==> config.mk <==
export PLATFORM = sky130hd
export DESIGN_NAME = tdc_frame_sequencer
export DESIGN_NICKNAME = d
export VERILOG_FILES = /design/src/rtl/tdc_frame_sequencer.sv
export SDC_FILE = /design/constraint.sdc
export NUM_CORES = 1
export LEC_CHECK = 0
export CAP_MARGIN = 15
export CELL_PAD_IN_SITES_DETAIL_PLACEMENT = 0
export CELL_PAD_IN_SITES_GLOBAL_PLACEMENT = 1
export CORE_AREA = 2 2 210 212
export CTS_CLUSTER_DIAMETER = 30
export CTS_CLUSTER_SIZE = 25
export DETAILED_ROUTE_END_ITERATION = 8
export DIE_AREA = 0 0 212 214
export PLACE_DENSITY_LB_ADDON = 0.1
export SYNTH_ARGS = -nofsm -noshare
export SYNTH_HDL_FRONTEND = slang
export SYNTH_SLANG_ARGS = --single-unit
==> constraint.sdc <==
create_clock -name clk -period 4.2 [get_ports clk]
set_input_delay 0.63 -clock clk [delete_from_list [all_inputs] [get_ports clk]]
set_output_delay 0.63 -clock clk [all_outputs]
set_load 0.01 [all_outputs]
==> src/rtl/tdc_frame_sequencer.sv <==
// Captures first-photon TDC stamps per pixel into ping-pong banks and serialises each
// closed acquisition as PIXEL_NUM words (pixel 0 first) for the histogram builder.
module tdc_frame_sequencer #(
  parameter int NP        = 10,
  parameter int PIXEL_NUM = 6,
  parameter int ACQ_NUM   = 2,
  localparam int PW = (PIXEL_NUM > 1) ? $clog2(PIXEL_NUM) : 1,
  localparam int AW = (ACQ_NUM > 1) ? $clog2(ACQ_NUM) : 1
) (
  input  logic                    clk,
  input  logic                    res,
  input  logic                    acq_start,
  input  logic                    acq_end,
  input  logic [PIXEL_NUM-1:0]    tdc_valid,
  input  logic [PIXEL_NUM*NP-1:0] tdc_data,
  output logic                    wrEn,
  output logic [NP-1:0]           data,
  output logic [PW-1:0]           pixel_idx,
  output logic [AW-1:0]           acq_idx,
  output logic                    frame_done,
  output logic                    overflow,
  output logic                    busy
);

  localparam logic [NP-1:0] NO_HIT   = '1;
  localparam logic [1:0]    S_IDLE   = 2'd0;
  localparam logic [1:0]    S_LOAD   = 2'd1;
  localparam logic [1:0]    S_EMIT   = 2'd2;
  localparam logic [PW-1:0] LAST_PIX = PW'(PIXEL_NUM - 1);
  localparam logic [AW-1:0] LAST_ACQ = AW'(ACQ_NUM - 1);

  logic [1:0]           state;
  logic [NP-1:0]        bank_ts [2][PIXEL_NUM];
  logic [PIXEL_NUM-1:0] bank_hit [2];
  logic [1:0]           bank_full;
  logic [NP-1:0]        shadow [PIXEL_NUM];
  logic                 win_open;
  logic                 wsel;
  logic                 rsel;
  logic                 close_ok;
  logic                 close_ovf;
  logic                 clr_wbank;

  // A bank counts as occupied only until LOAD copies it into the drain register,
  // so the next window can close into it while the previous one is still streaming.
  assign close_ok  = win_open && acq_end && !bank_full[~wsel];
  assign close_ovf = win_open && acq_end && bank_full[~wsel];
  assign clr_wbank = close_ovf || (win_open && !acq_end && acq_start);
  assign busy      = (|bank_full) || (state != S_IDLE);

  always_ff @(posedge clk or negedge res) begin
    if (!res) begin
      state      <= S_IDLE;
      bank_full  <= '0;
      win_open   <= 1'b0;
      wsel       <= 1'b0;
      rsel       <= 1'b0;
      wrEn       <= 1'b0;
      data       <= '0;
      pixel_idx  <= '0;
      acq_idx    <= '0;
      frame_done <= 1'b0;
      overflow   <= 1'b0;
      for (int b = 0; b < 2; b++) begin
        bank_hit[b] <= '0;
        for (int p = 0; p < PIXEL_NUM; p++) bank_ts[b][p] <= NO_HIT;
      end
      for (int p = 0; p < PIXEL_NUM; p++) shadow[p] <= NO_HIT;
    end else begin
      overflow   <= close_ovf;
      frame_done <= 1'b0;

      // Hits sampled together with acq_end still land in the closing bank.
      if (win_open) begin
        for (int p = 0; p < PIXEL_NUM; p++) begin
          if (tdc_valid[p] && !bank_hit[wsel][p]) begin
            bank_ts[wsel][p]  <= tdc_data[p*NP +: NP];
            bank_hit[wsel][p] <= 1'b1;
          end
        end
      end

      if (clr_wbank) begin
        bank_hit[wsel] <= '0;
        for (int p = 0; p < PIXEL_NUM; p++) bank_ts[wsel][p] <= NO_HIT;
      end

      if (close_ok) begin
        bank_full[wsel] <= 1'b1;
        wsel            <= ~wsel;
        win_open        <= acq_start;
      end else if (close_ovf) begin
        win_open <= 1'b0;
      end else if (acq_start) begin
        win_open <= 1'b1;
      end

      case (state)
        S_IDLE: begin
          if (|bank_full) state <= S_LOAD;
        end
        S_LOAD: begin
          for (int p = 0; p < PIXEL_NUM; p++) begin
            shadow[p]     <= bank_hit[rsel][p] ? bank_ts[rsel][p] : NO_HIT;
            bank_ts[rsel][p] <= NO_HIT;
          end
          data            <= bank_hit[rsel][0] ? bank_ts[rsel][0] : NO_HIT;
          wrEn            <= 1'b1;
          pixel_idx       <= '0;
          bank_hit[rsel]  <= '0;
          bank_full[rsel] <= 1'b0;
          rsel            <= ~rsel;
          state           <= S_EMIT;
        end
        S_EMIT: begin
          if (pixel_idx == LAST_PIX) begin
            wrEn       <= 1'b0;
            data       <= '0;
            pixel_idx  <= '0;
            frame_done <= (acq_idx == LAST_ACQ);
            acq_idx    <= (acq_idx == LAST_ACQ) ? '0 : acq_idx + 1'b1;
            state      <= (|bank_full) ? S_LOAD : S_IDLE;
          end else begin
            pixel_idx <= pixel_idx + 1'b1;
            data      <= shadow[pixel_idx + 1'b1];
          end
        end
        default: state <= S_IDLE;
      endcase
    end
  end

endmodule
* After elaboration in Yosys (flattened, before gate mapping)
Index checks and enable logic that the tools add are counted.
** Word-level totals
- Register bits after elaboration :: 216
- Input bits :: 70
- Output and inout bits :: 18
- Word-level logic and storage cells :: 227
** Operators by class
- Add/sub/neg operators :: 2
- Order comparisons :: 10
- Equality and inequality tests :: 5
- Mux-type cells :: 116
- Bitwise logic cells :: 30
- Reductions and logical operators :: 33
** Operators with widths (number)
- 120-bit two-way mux :: 14
- 120-bit bitwise OR :: 12
- 120-bit bitwise mux :: 6
- 60-bit demux with 1-bit select :: 12
- 60-bit two-way mux :: 5
- 12-bit two-way mux :: 14
- 10-bit two-way mux :: 11
- 50-bit two-way mux :: 2
- 40-bit two-way mux :: 2
- 12-bit bitwise OR :: 6
- 30-bit two-way mux :: 2
- 6-bit two-way mux :: 9
- 6-bit demux with 1-bit select :: 8
- 20-bit two-way mux :: 2
- 10-bit binary-select mux with 3-bit select :: 1
- 12-bit AND :: 2
- 12-bit NOT :: 2
- 10-bit one-hot mux with 2 select lines :: 1
- 1-bit logical AND :: 15
- 1-bit two-way mux :: 13
- 2-bit two-way mux :: 5
- 1-bit zero test :: 8
- 1-bit by 2-bit < comparator with 1-bit output, second input constant :: 3
- 3-bit two-way mux :: 2
- other kinds (28) :: 39

* Longest topological paths before layout
Gate-level depths: netlist (run 1).
- Depth after elaboration :: 37
- Mapped depth :: 7
- Gate-level depth less buffers :: 5

* Least setup slack after synthesis (run 1)
No wires, ideal clock.
- Path type :: reg2reg
- Start :: register pixel_idx[0]
- End :: register data[0]
- Setup time :: 0.080 ns
- Data arrival time :: 1.574 ns
- Required time :: 4.120 ns
- Setup slack :: 2.546 ns
- Cell stages (with the launch flop) :: 6
- Buffers on the path :: 1
- Period minus slack after synthesis :: 1.654 ns
- Cells stage by stage :: dfrtp_1 > ha_1 > or3b_1 > a21o_1 > buf_6 > o211ai_2
** Between the ends
- Word-level cells in the longest chain between the ends :: 7
- Elaborated cells between the ends (all ways) :: 8
- Those cells by class :: 1 x add/sub; 1 x eq/ne; 5 x mux; 1 x bitwise
** Ends and longest elaborated chain
- from (decl) :: line 18 : output logic [PW-1:0] pixel_idx,
- from (signal assigned) :: line 124 : pixel_idx <= pixel_idx + 1'b1;
- 3-bit by 1-bit adder with 3-bit output :: line 125 : data <= shadow[pixel_idx + 1'b1];
- 3-bit NOT with 4-bit output (implied by the code) :: line 125
- 10-bit binary-select mux with 3-bit select :: line 125
- 10-bit two-way mux (implied by the code) (2 in a row) :: line 125
- 10-bit two-way mux (*) :: line 116 : if (pixel_idx == LAST_PIX) begin
- 10-bit one-hot mux with 2 select lines (*) :: line 98 : case (state)
- to (signal assigned) :: line 107 : data <= bank_hit[rsel][0] ? bank_ts[rsel][0] : NO_HIT;
- to (signal assigned) :: line 125
- to (decl) :: line 17 : output logic [NP-1:0] data,
Mark *: on every way between the ends. The rest lies on a longest branch, timed or not. The select of a mux whose other input is x is not followed.
A chain may end at the register's enable or synchronous reset.

* Worst setup path after layout (run 1)
- Start :: register wsel
- End :: register bank_ts[117] (netlist bit)
** Between the ends
- Word-level cells in the longest chain between the ends :: 37
- Elaborated cells between the ends (all ways) :: 62
- Those cells by class :: 2 x order compare; 32 x mux; 13 x bitwise; 15 x reduce/logical
** Ends and longest elaborated chain
- from (decl) :: line 38 : logic wsel;
- from (signal assigned) :: line 90 : wsel <= ~wsel;
- 1-bit NOT with 2-bit output (implied by the code) :: line 76, 77, 85
- 2-bit >= comparator (implied by the code) (tied with other cells) :: line 77, 85
- 1-bit logical AND (implied by the code) or 6-bit two-way mux (tied branches) :: line 77, 85, 76
- 60-bit two-way mux (implied by the code) or 6-bit two-way mux (tied branches) :: line 77, 85, 76
- 60-bit demux with 1-bit select or 1-bit zero test (tied branches) :: line 77, 85, 76
- 120-bit bitwise mux or 1-bit logical AND (tied branches) :: line 77, 76
- 120-bit two-way mux :: line 76 : if (tdc_valid[p] && !bank_hit[wsel][p]) begin
- 120-bit two-way mux :: line 74 : if (win_open) begin
- [11 not listed]
- 120-bit two-way mux :: line 74
- 120-bit bitwise mux :: line 77 : bank_ts[wsel][p] <= tdc_data[p*NP +: NP];
- 120-bit two-way mux :: line 76
- 120-bit two-way mux :: line 74
- 120-bit bitwise OR (no line) (6 in a row)
- 120-bit two-way mux (*) :: line 83 : if (clr_wbank) begin
- 120-bit bitwise OR (no line) (6 in a row)
- 120-bit two-way mux (*) :: line 98
- to (signal, indexed assignment) :: line 77
- to (decl) :: line 33 : logic [NP-1:0] bank_ts [2][PIXEL_NUM];
Marks and branches as above.

==> results of run 1 <==
## worst paths after layout
check                                to  cells past startpoint
setup / recovery           bank_ts[117]                      4
hold / removal                     rsel                      1
setup reg to reg           bank_ts[117]                      4
hold reg to reg              shadow[57]                      2
max in group asynchronous    shadow[33]                      2
min in group clk             shadow[57]                      2
## per-stage QoR
stage	setup slack [ns]	cell area, um^2
after floorplan	2.55	10700
final	1.63	14400
after global placement	1.10	12000
after detailed placement	1.06	12000
after CTS	1.52	14400
after global routing	1.35	14400
## Yosys cell counts, types with 2 or more instances
cell,instances
dfstp_2,180
nor2_1,129
nand2_1,127
nand3_1,72
a21oi_1,66
o21ai_0,61
nor2b_1,53
a211oi_1,50
buf_2,44
dfrtp_1,36
nor3_1,30
nor3b_1,30
clkbuf_1,18
inv_1,17
mux2i_1,13
o21ai_1,13
or3b_1,11
a32oi_1,10
nand3b_1,10
o211ai_1,10
o211ai_2,10
buf_1,9
mux4_2,8
buf_4,7
and4b_1,6
ha_1,6
nand4b_2,6
nand4bb_1,6
clkbuf_2,4
and4bb_1,3
and4bb_2,3
mux2i_2,3
a21o_1,2
buf_6,2
mux2_2,2
mux2i_4,2
mux4_1,2
## layer usage
layer  track usage  vias to the layer above  routed length (um)
li1              -                     4018                   -
met4        0.0531                        0                 650
met5             0                        -                   0
met1         0.214                     4059               16500
met3        0.0346                       60                1370
met2         0.247                      159               16500
## layout make-up
| class | count | share of cell area |
|---|---|---|
| Clock inverter | 15 | 0.00948 |
| Timing Repair Buffer | 102 | 0.0695 |
| Clock buffer | 117 | 0.156 |
| Sequential cell | 216 | 0.392 |
| Multi-Input combinational cell | 761 | 0.318 |
| Tap cell | 585 | 0.0509 |
| Inverter | 17 | 0.00444 |
## worst max-delay path, stage by stage (launching register included)
cell and delay (ns):
dfrtp_2 0.87, nor2b_1 0.20, a21oi_4 0.75, buf_4 0.47
nand3_1 0.13
## kinds of logic after synthesis
| logic type | Yosys count |
|---|---|
| fa+ha+maj | 6 |
| xor+xnor | 2 |
| buf+inv | 101 |
| compound gates | 232 |
| simple gates | 491 |
| flops | 216 |
| mux | 30 |
## sequential cells by signal (all words and copies together) (netlist names)
register,flops
overflow,1
bank_hit,12
acq_idx,1
frame_done,1
bank_full,2
win_open,1
state,2
bank_ts,120
shadow,60
data,10
rsel,1
pixel_idx,3
wrEn,1
wsel,1
## report_power, final
part / internal, mW / switching, mW
clock network: 3.71 / 1.46
logic: 1.46 / 2.29
registers: 3.39 / 0.696
total: 8.56 / 4.44
==> summary.md, run 1 <==
| Metric | Value |
|---|---|
| Run status | finished, final reports clean |
| Most frequent cells in the layout | 180 x dfstp_2, 129 x nor2_1, 127 x nand2_1, 86 x clkdlybuf4s50_1, 75 x clkbuf_16 |
| Die Y-Extent | about 210 um |
| Simple-gate share of the synthesized area | 0.237 |
| Clock Latency Late Sink | 0.56 ns |
| Clock-pin transition on the worst setup and hold timing paths | around 0.040 ns |
| Clock skew | about 0.0094 ns |
| N_diodes | 0 |
| Pin count of the biggest net entering global routing | 95 |
| Post-route ant nets | 0 |
| CP endpoint kind | flop |
| Synth Area in XOR/XNOR | 0.00164 |
| Critical Path Source Type | flop |
| Critical path origin | wsel |
| H-tree Lvls | 3 |
| DP Wirelength | between 20000 and 25000 um |
| Fin. Hold Viols | 0 |
| Reg2reg start | wsel |
| Clk buf depth | 3 |
| First-pass GRT wire length | 53900 um |
| Total GRT Usage | 0.158 |
| Routed vias | about 8300 |
| Yosys Warn Count | 0 |
| Setup TNS | 0 ns |
| Antenna violations before repair | 0 |
| Post-synthesis mux area share | 0.0442 |
| Largest family of logic cells by synthesized area | simple AND/OR/NAND/NOR gates |
| FP Rows | between 70 and 80 |
| Core area | between 0.04 and 0.05 mm^2 |
| Nets | roughly 1200 |
| Filler cell count | 4441 |
| Initial DRC count | approximately 380 |
| Synth Register Bits | 216 |
| Commonest non-fill, non-tap cell in the layout | dfstp_2 |
| Vias per Instance | 4.58 |
| Synth top area share | 0.444 |
| Crit share post-route | 0.611 |
| CTS buffer count | 73 |
| Avg Cell Area, Syn | roughly 9.9 um^2 |
| Sink Count | between 200 and 250 |
| WP data arrival | 3.02 ns |
| Reg2reg setup slack | about 1.6 ns |
| Boundary Pins | 88 |
| CTS tree | done |
| Endpoints failing setup | 0 |
| Die area | around 0.045 mm^2 |
| First drt pass iteration count | 5 |
| Root Buffer | clkbuf_16 |
| Area Overhead vs Synth | 34.9% |
| Fin. max-slew vios | 0 |
| Reg area | around 0.0056 mm^2 |
| Pwr dens | ~900 mW/mm^2 |
| Overall Power | 13.0 mW |
| Worst-margin pin slew | ~0.96 ns |
| Initial Utilization | 0.249 |
| Layout cell share with drive strength beyond 1 | 0.283 |
| Synth Flop Type | dfstp_2 |
| Post-synthesis sequential area ratio | 0.528 |
| WL per Instance | around 19 um |
| Input/output buffers | 87 |
| Post-Synth Adder-Cell Area | 0.00704 |
| Cells after Synth | about 1100 |
| Final wirelength | around 35000 um |
| Post-layout min period | ~2.6 ns |
| Max Clock Freq | slightly below 0.4 GHz |
| Final cell count without fillers | between 1500 and 2000 |
| Hold Buf Count CTS | 0 |
| Compound-Gate Fraction of Synth Area | 0.137 |
| Headroom to the max-slew limit | 0.362 |
| Fin Hold WS | approximately 0.19 ns |
| Yosys top cell by area | dfstp_2 |
| Syn nets | around 1200 |
| Async set-reset flop share out of synthesis | 1.00 |
| WS Path Type | flop to flop |
| Inst Count DP | roughly 1700 |
| Residual DRC count | 0 |
| Synth area leaders | dfstp_2 44%, dfrtp_1 8.5%, nor2_1 4.5% |
| Req. time, crit path | 4.66 ns |
| Max Fanout on Critical Path | 38 |
| Hold WC Path Type | input pin to asynchronous set/reset pin |
| Vias in the first global route | a little under 9000 |
| Multi-input gate area | 0.00457 mm^2 |
| Pleak | ~5.6 nW |
| Worst VDD drop | roughly 0.28 mV |
| Max cap viols | 0 |
| Mapped Area | ~0.011 mm^2 |
| Post-CTS setup buffers | 0 |
| RSZ-0062 raised after global routing | no |
| Fin util | 0.335 |
| Gr ovfl total | 0 |
| Routability cong. | between 0.7 and 0.8 |
| Post-synth EDFFs | 0 |
| Synth unique cells | between 50 and 60 |
| Die Span X | approximately 210 um |
| CTS resizes | 0 |
Note: power is estimated with default switching activity, not from simulation.
==> run 2: changes to the inputs <==
clock period = 2.68 ns   (was 4.2 ns; I/O delays follow)
==> summary.md, run 2 (same netlist as run 1, synthesis figures left out) <==
| Metric | Value |
|---|---|
| Run status | finished, final reports clean (unchanged) |
| Worst r2r path cells | 5 (was 4) |
| Vias per Instance | 4.52 (was 4.58) |
| WL per Instance | 19.1 um (was 19.4 um) |
| Regs by FF count | bank_ts x120, shadow x60, bank_hit x12 (unchanged) |
| Boundary Pins | 88 (unchanged) |
| Clock skew | 0.0178 ns (was 0.00936 ns) |
| Pin count of the biggest net entering global routing | 115 (was 95) |
| Vias in the first global route | 8784 (was 8679) |
| Post-layout min period | around 2.3 ns |
| FP Rows | 76 (unchanged) |
| Critical path origin | state[0] (was wsel) |
| Sink Count | 216 (unchanged) |
| Max Clock Freq | around 0.43 GHz |
| Clock Latency Late Sink | 0.56 ns (about the same) |
| Final wirelength | 34700 um (was 35100 um) |
| First-pass GRT wire length | 54000 um (was 53900 um) |
| Input/output buffers | 87 (unchanged) |
| Overall Power | 20.4 mW (was 13.0 mW) |
| WS Path Type | flop to output port (was flop to flop) |
| Worst-margin pin slew | 1.04 ns (was 0.957 ns) |
| Max cap viols | 0 (unchanged) |
| Hold wc startpoint | tdc_data[49] |
| Most flops, register | bank_ts (unchanged) |
| Reg2reg start | win_open (was wsel) |
| Residual DRC count | 0 (unchanged) |
| DP Wirelength | 22900 um (was 23000 um) |
| Root Buffer | clkbuf_16 (unchanged) |
| Max FFs per register | 120 (unchanged) |
| Hold Crit Depth | 3 |
| N_diodes | 0 (unchanged) |
| Pwr dens | 1410 mW/mm^2 (was 904 mW/mm^2) |
| Initial Utilization | 0.249 (unchanged) |
| Multi-input gate area | 0.00457 mm^2 (unchanged) |
| Die area | 0.0454 mm^2 (unchanged) |
| First drt pass iteration count | 4 (was 5) |
| Reg area | 0.00564 mm^2 (unchanged) |
| Req. time, crit path | 2.28 ns (was 4.66 ns) |
| Antenna violations before repair | 0 (unchanged) |
| Nets | 1262 (was 1247) |
| Setup TNS | 0 ns (unchanged) |
| Hold WC Path Type | input pin to flop (was input pin to asynchronous set/reset pin) |
| CP endpoint kind | output port (was flop) |
| Routed vias | 8233 (was 8296) |
| Clk buf depth | 3 (unchanged) |
| H-tree Lvls | 3 (unchanged) |
| Reg2reg setup slack | 0.58 ns (was 1.63 ns) |
| Clock-pin transition on the worst setup and hold timing paths | 0.04 ns (about the same) |
| Post-route ant nets | 0 (unchanged) |
| Critical Path Source Type | flop (unchanged) |
| Hold endpoint | bank_ts[19] |
| Fin. Hold Viols | 0 (unchanged) |
| Routability cong. | 0.705 (was 0.717) |
| Endpoints failing setup | 0 (unchanged) |
| Area Overhead vs Synth | 36.1% (was 34.9%) |
| Worst reg2reg endpoint | bank_ts[62] (was bank_ts[117]) |
| RSZ-0062 raised after global routing | no (unchanged) |
| Headroom to the max-slew limit | 0.305 (was 0.362) |
| Worst VDD drop | 0.622 mV (was 0.276 mV) |
| Initial DRC count | 382 (was 384) |
| Pleak | 5.70 nW (was 5.63 nW) |
| Crit share post-route | 0.862 |
| WP data arrival | 1.91 ns (was 3.02 ns) |
| Most frequent cells in the layout | 180 x dfstp_2, 129 x nor2_1, 127 x nand2_1, 86 x clkdlybuf4s50_1, 72 x nand3_1 (was 180 x dfstp_2, 129 x nor2_1, 127 x nand2_1, 86 x clkdlybuf4s50_1, 75 x clkbuf_16) |
| Die Y-Extent | 214 um (unchanged) |
| Commonest non-fill, non-tap cell in the layout | dfstp_2 (unchanged) |
| Layout cell share with drive strength beyond 1 | 0.292 (was 0.283) |
| CTS buffer count | 68 (was 73) |
| Fin. max-slew vios | 0 (unchanged) |
| CTS tree | done (unchanged) |
| Die Span X | 212 um (unchanged) |
| Core area | 0.0429 mm^2 (unchanged) |
| Total GRT Usage | 0.157 (was 0.158) |
| Max Fanout on Critical Path | 3 (was 38) |
| Filler cell count | 4444 (was 4441) |
| Gr ovfl total | 0 (unchanged) |
[run 2: cell types whose count changed in the layout (fill, tap and decap cells not counted), sizes merged]
cell and change:
clkbuf -20, buf +19, clkinv +5, bufinv +4
clkinvlp +1, dlygate4sd3 +1, inv -1
[run 2: timing repair]
| item | CTS | global route |
|---|---|---|
| hold buffers | 1 | 0 |
| endpoints found under the hold margin | 7 | 0 |
| setup endpoints to repair | 0 | 0 |
| resized for setup | 0 | 0 |
| buffers inserted | 0 | 0 |
[run 2: through the flow]
stage	hold WS (ns)	instance area (um^2)	setup WS [ns]	util	cells
after CTS	0.367	14500	0.333	0.338	1822
final	0.395	14500	0.369	0.338	1822
after global routing	0.397	14500	0.276	0.338	1822
after detailed placement	0.462	12200	0.447	0.285	1700
after floorplan	0.106	10700	1.03	-	1078
after global placement	0.460	12200	0.469	0.285	1700
[run 2: cell type report]
type | instances | area share
Sequential cell | 216 | 0.389
Clock buffer | 97 | 0.137
Inverter | 17 | 0.00440
Multi-Input combinational cell | 761 | 0.315
Timing Repair Buffer | 122 | 0.0838
Tap cell | 585 | 0.0505
Clock inverter | 24 | 0.0209
[run 2: per-layer routing]
layer,share of wire,GRT usage,wire length [um],vias to the layer above
met5,0,0,0,-
met4,0.015,0.0451,513,0
li1,-,-,-,4029
met2,0.48,0.247,16500,150
met1,0.47,0.214,16200,4012
met3,0.042,0.0372,1450,42
[run 2: how the worst max path moves through the flow]
stage                     cells past startpoint     endpoint  slack (ns)
after floorplan                               5      data[0]        1.03
after global placement                        5  bank_ts[68]        0.47
after global routing                          4         busy        0.28
after CTS                                     4         busy        0.33
final                                         4         busy        0.37
after detailed placement                      5  bank_ts[62]        0.45
[run 2: power by group]
| group | total [mW] | switching [mW] | internal (mW) |
|---|---|---|---|
| clock | 7.89 | 2.24 | 5.65 |
| sequential | 6.46 | 1.15 | 5.31 |
| combinational | 6.06 | 3.53 | 2.53 |
| total | 20.4 | 6.93 | 13.5 |
[run 2: critical path, cell delays in order (launching register included)]
cell and delay (ns):
dfrtp_1 0.41, inv_1 0.10, ha_1 0.24, nand2_1 0.06
clkdlybuf4s50_1 0.53
==> run 3: changes to the inputs <==
REMOVE_ABC_BUFFERS = 1   (was default)
==> summary.md, run 3 (same netlist as run 1, synthesis figures left out) <==
| Metric | Value |
|---|---|
| Run status | finished, final reports clean (unchanged) |
| WP data arrival | 1.93 ns (was 1.91 ns) |
| Pin count of the biggest net entering global routing | 126 (was 115) |
| CTS buffer count | 71 (was 68) |
| FP Rows | 76 (unchanged) |
| Fin. Hold Viols | 0 (unchanged) |
| Final wirelength | 35600 um (was 34700 um) |
| DP Wirelength | 23200 um (was 22900 um) |
| Fin util | 0.339 (was 0.338) |
| Crit-path leading delay family | buffers and inverters (unchanged) |
| Worst VDD drop | 0.410 mV (was 0.622 mV) |
| Hold Crit Depth | 3 (unchanged) |
| Clock Latency Late Sink | 0.56 ns (about the same) |
| Core area | 0.0429 mm^2 (unchanged) |
| Worst reg2reg endpoint | bank_ts[84] (was bank_ts[62]) |
| Root Buffer | clkbuf_16 (unchanged) |
| WS Path Type | flop to output port (unchanged) |
| Pwr dens | 1410 mW/mm^2 (about the same) |
| Die Span X | 212 um (unchanged) |
| Most frequent cells in the layout | 180 x dfstp_2, 129 x nor2_1, 127 x nand2_1, 86 x clkdlybuf4s50_1, 75 x clkbuf_16 (was 180 x dfstp_2, 129 x nor2_1, 127 x nand2_1, 86 x clkdlybuf4s50_1, 72 x nand3_1) |
| Routed vias | 8384 (was 8233) |
| Overall Power | 20.5 mW (was 20.4 mW) |
| Routability cong. | 0.727 (was 0.705) |
| Post-route ant nets | 0 (unchanged) |
| Total GRT Usage | 0.162 (was 0.157) |
| Reg2reg start | win_open (unchanged) |
| Sink Count | 216 (unchanged) |
| Vias in the first global route | 8864 (was 8784) |
| CTS tree | done (unchanged) |
| N_diodes | 0 (unchanged) |
| Filler cell count | 4443 (was 4444) |
| Hold WC Path Type | input pin to flop (unchanged) |
| First drt pass iteration count | 5 (was 4) |
| Critical Path Source Type | flop (unchanged) |
| Die Y-Extent | 214 um (unchanged) |
| Multi-input gate area | 0.00457 mm^2 (unchanged) |
| Initial DRC count | 330 (was 382) |
| Crit path largest cell delay | 0.53 ns (about the same) |
| Clk buf depth | 3 (unchanged) |
| Boundary Pins | 88 (unchanged) |
| CP bufs+invs | 2 (unchanged) |
| First-pass GRT wire length | 55300 um (was 54000 um) |
| Clock skew | 0.0179 ns (was 0.0178 ns) |
| Commonest non-fill, non-tap cell in the layout | dfstp_2 (unchanged) |
| Input/output buffers | 87 (unchanged) |
| Residual DRC count | 0 (unchanged) |
| Max FFs per register | 120 (unchanged) |
| Req. time, crit path | 2.28 ns (about the same) |
| WL per Instance | 19.5 um (was 19.1 um) |
| Regs by FF count | bank_ts x120, shadow x60, bank_hit x12 (unchanged) |
| Nets | 1262 (unchanged) |
| Gr ovfl total | 0 (unchanged) |
| Pleak | 5.72 nW (was 5.70 nW) |
| Reg area | 0.00564 mm^2 (unchanged) |
| Vias per Instance | 4.59 (was 4.52) |
| RSZ-0062 raised after global routing | no (unchanged) |
| Hold endpoint | bank_ts[99] (was bank_ts[19]) |
| Crit share post-route | 0.871 (was 0.862) |
| Worst r2r path cells | 4 (was 5) |
| Hold wc startpoint | tdc_data[29] (was tdc_data[49]) |
| CP endpoint kind | output port (unchanged) |
| Fin. max-slew vios | 0 (unchanged) |
| Layout cell share with drive strength beyond 1 | 0.293 (was 0.292) |
| Worst-margin pin slew | 0.923 ns (was 1.04 ns) |
| H-tree Lvls | 3 (unchanged) |
| Max Fanout on Critical Path | 3 (unchanged) |
| Die area | 0.0454 mm^2 (unchanged) |
| Most flops, register | bank_ts (unchanged) |
| Endpoints failing setup | 0 (unchanged) |
| Antenna violations before repair | 0 (unchanged) |
| Slowest CP cell | clkdlybuf4s50_1 (unchanged) |
| Clock-pin transition on the worst setup and hold timing paths | 0.04 ns (about the same) |
| Headroom to the max-slew limit | 0.382 (was 0.305) |
| Initial Utilization | 0.249 (unchanged) |
| Area Overhead vs Synth | 36.2% (was 36.1%) |
| CP cell instances | inv_1 -> ha_1 -> nand2_1 -> clkdlybuf4s50_1 (unchanged) |
| Max cap viols | 0 (unchanged) |
| Setup TNS | 0 ns (unchanged) |
| Reg2reg setup slack | 0.51 ns (was 0.58 ns) |
| Post-CTS setup buffers | 0 (unchanged) |
| Max Clock Freq | 0.428 GHz (was 0.433 GHz) |
| Post-layout min period | 2.33 ns (was 2.31 ns) |
## run 3: final cells by class
cell class,count,area share
tap,585,0.0504
timing repair buffer,119,0.0831
multi-input combinational,761,0.315
clock inverter,20,0.00939
clock buffer,110,0.150
inverter,17,0.00439
sequential,216,0.388
## run 3: metal layers
metal	share of wire	global-route usage	vias up
met2	0.45	0.238	158
met4	0.017	0.0570	0
met5	0	0	-
met3	0.036	0.0306	42
li1	-	-	4045
met1	0.50	0.235	4139
## run 3: worst max path at each step
stage | from | end | cells after the start
final | state[0] | busy | 4
after CTS | state[0] | busy | 4
after global placement | acq_end | bank_ts[107] | 5
after global routing | state[0] | busy | 4
after floorplan | rsel | bank_ts[100] | 3
after detailed placement | acq_end | bank_ts[85] | 5
## run 3: worst reg2reg max path, cell delays in order, from the launching register on
cell and delay, ns:
dfrtp_1 0.81, buf_4 0.36, nand4bb_1 0.50, nor3_1 0.29, o21ai_0 0.12
## run 3: what timing repair did
item                      in CTS  in global routing
hold buffers                   1                  0
hold endpoints to repair       8                  0
resized for setup              0                  0
## run 3: power breakdown
part,internal [mW],switching [mW]
registers,5.31,1.11
logic,2.52,3.69
clock network,5.59,2.26
total,13.4,7.06
## run 3: per-stage QoR
stage          setup WS (ns)  cell area (um^2)  hold slack (ns)  std cells
4_1_cts                0.288             14500            0.376       1828
6_report               0.345             14500            0.406       1828
2_1_floorplan          -1.44             10200            0.106        994
3_3_place_gp           0.453             12200            0.442       1697
3_5_place_dp           0.425             12200            0.439       1697
5_1_grt                0.267             14500            0.398       1828
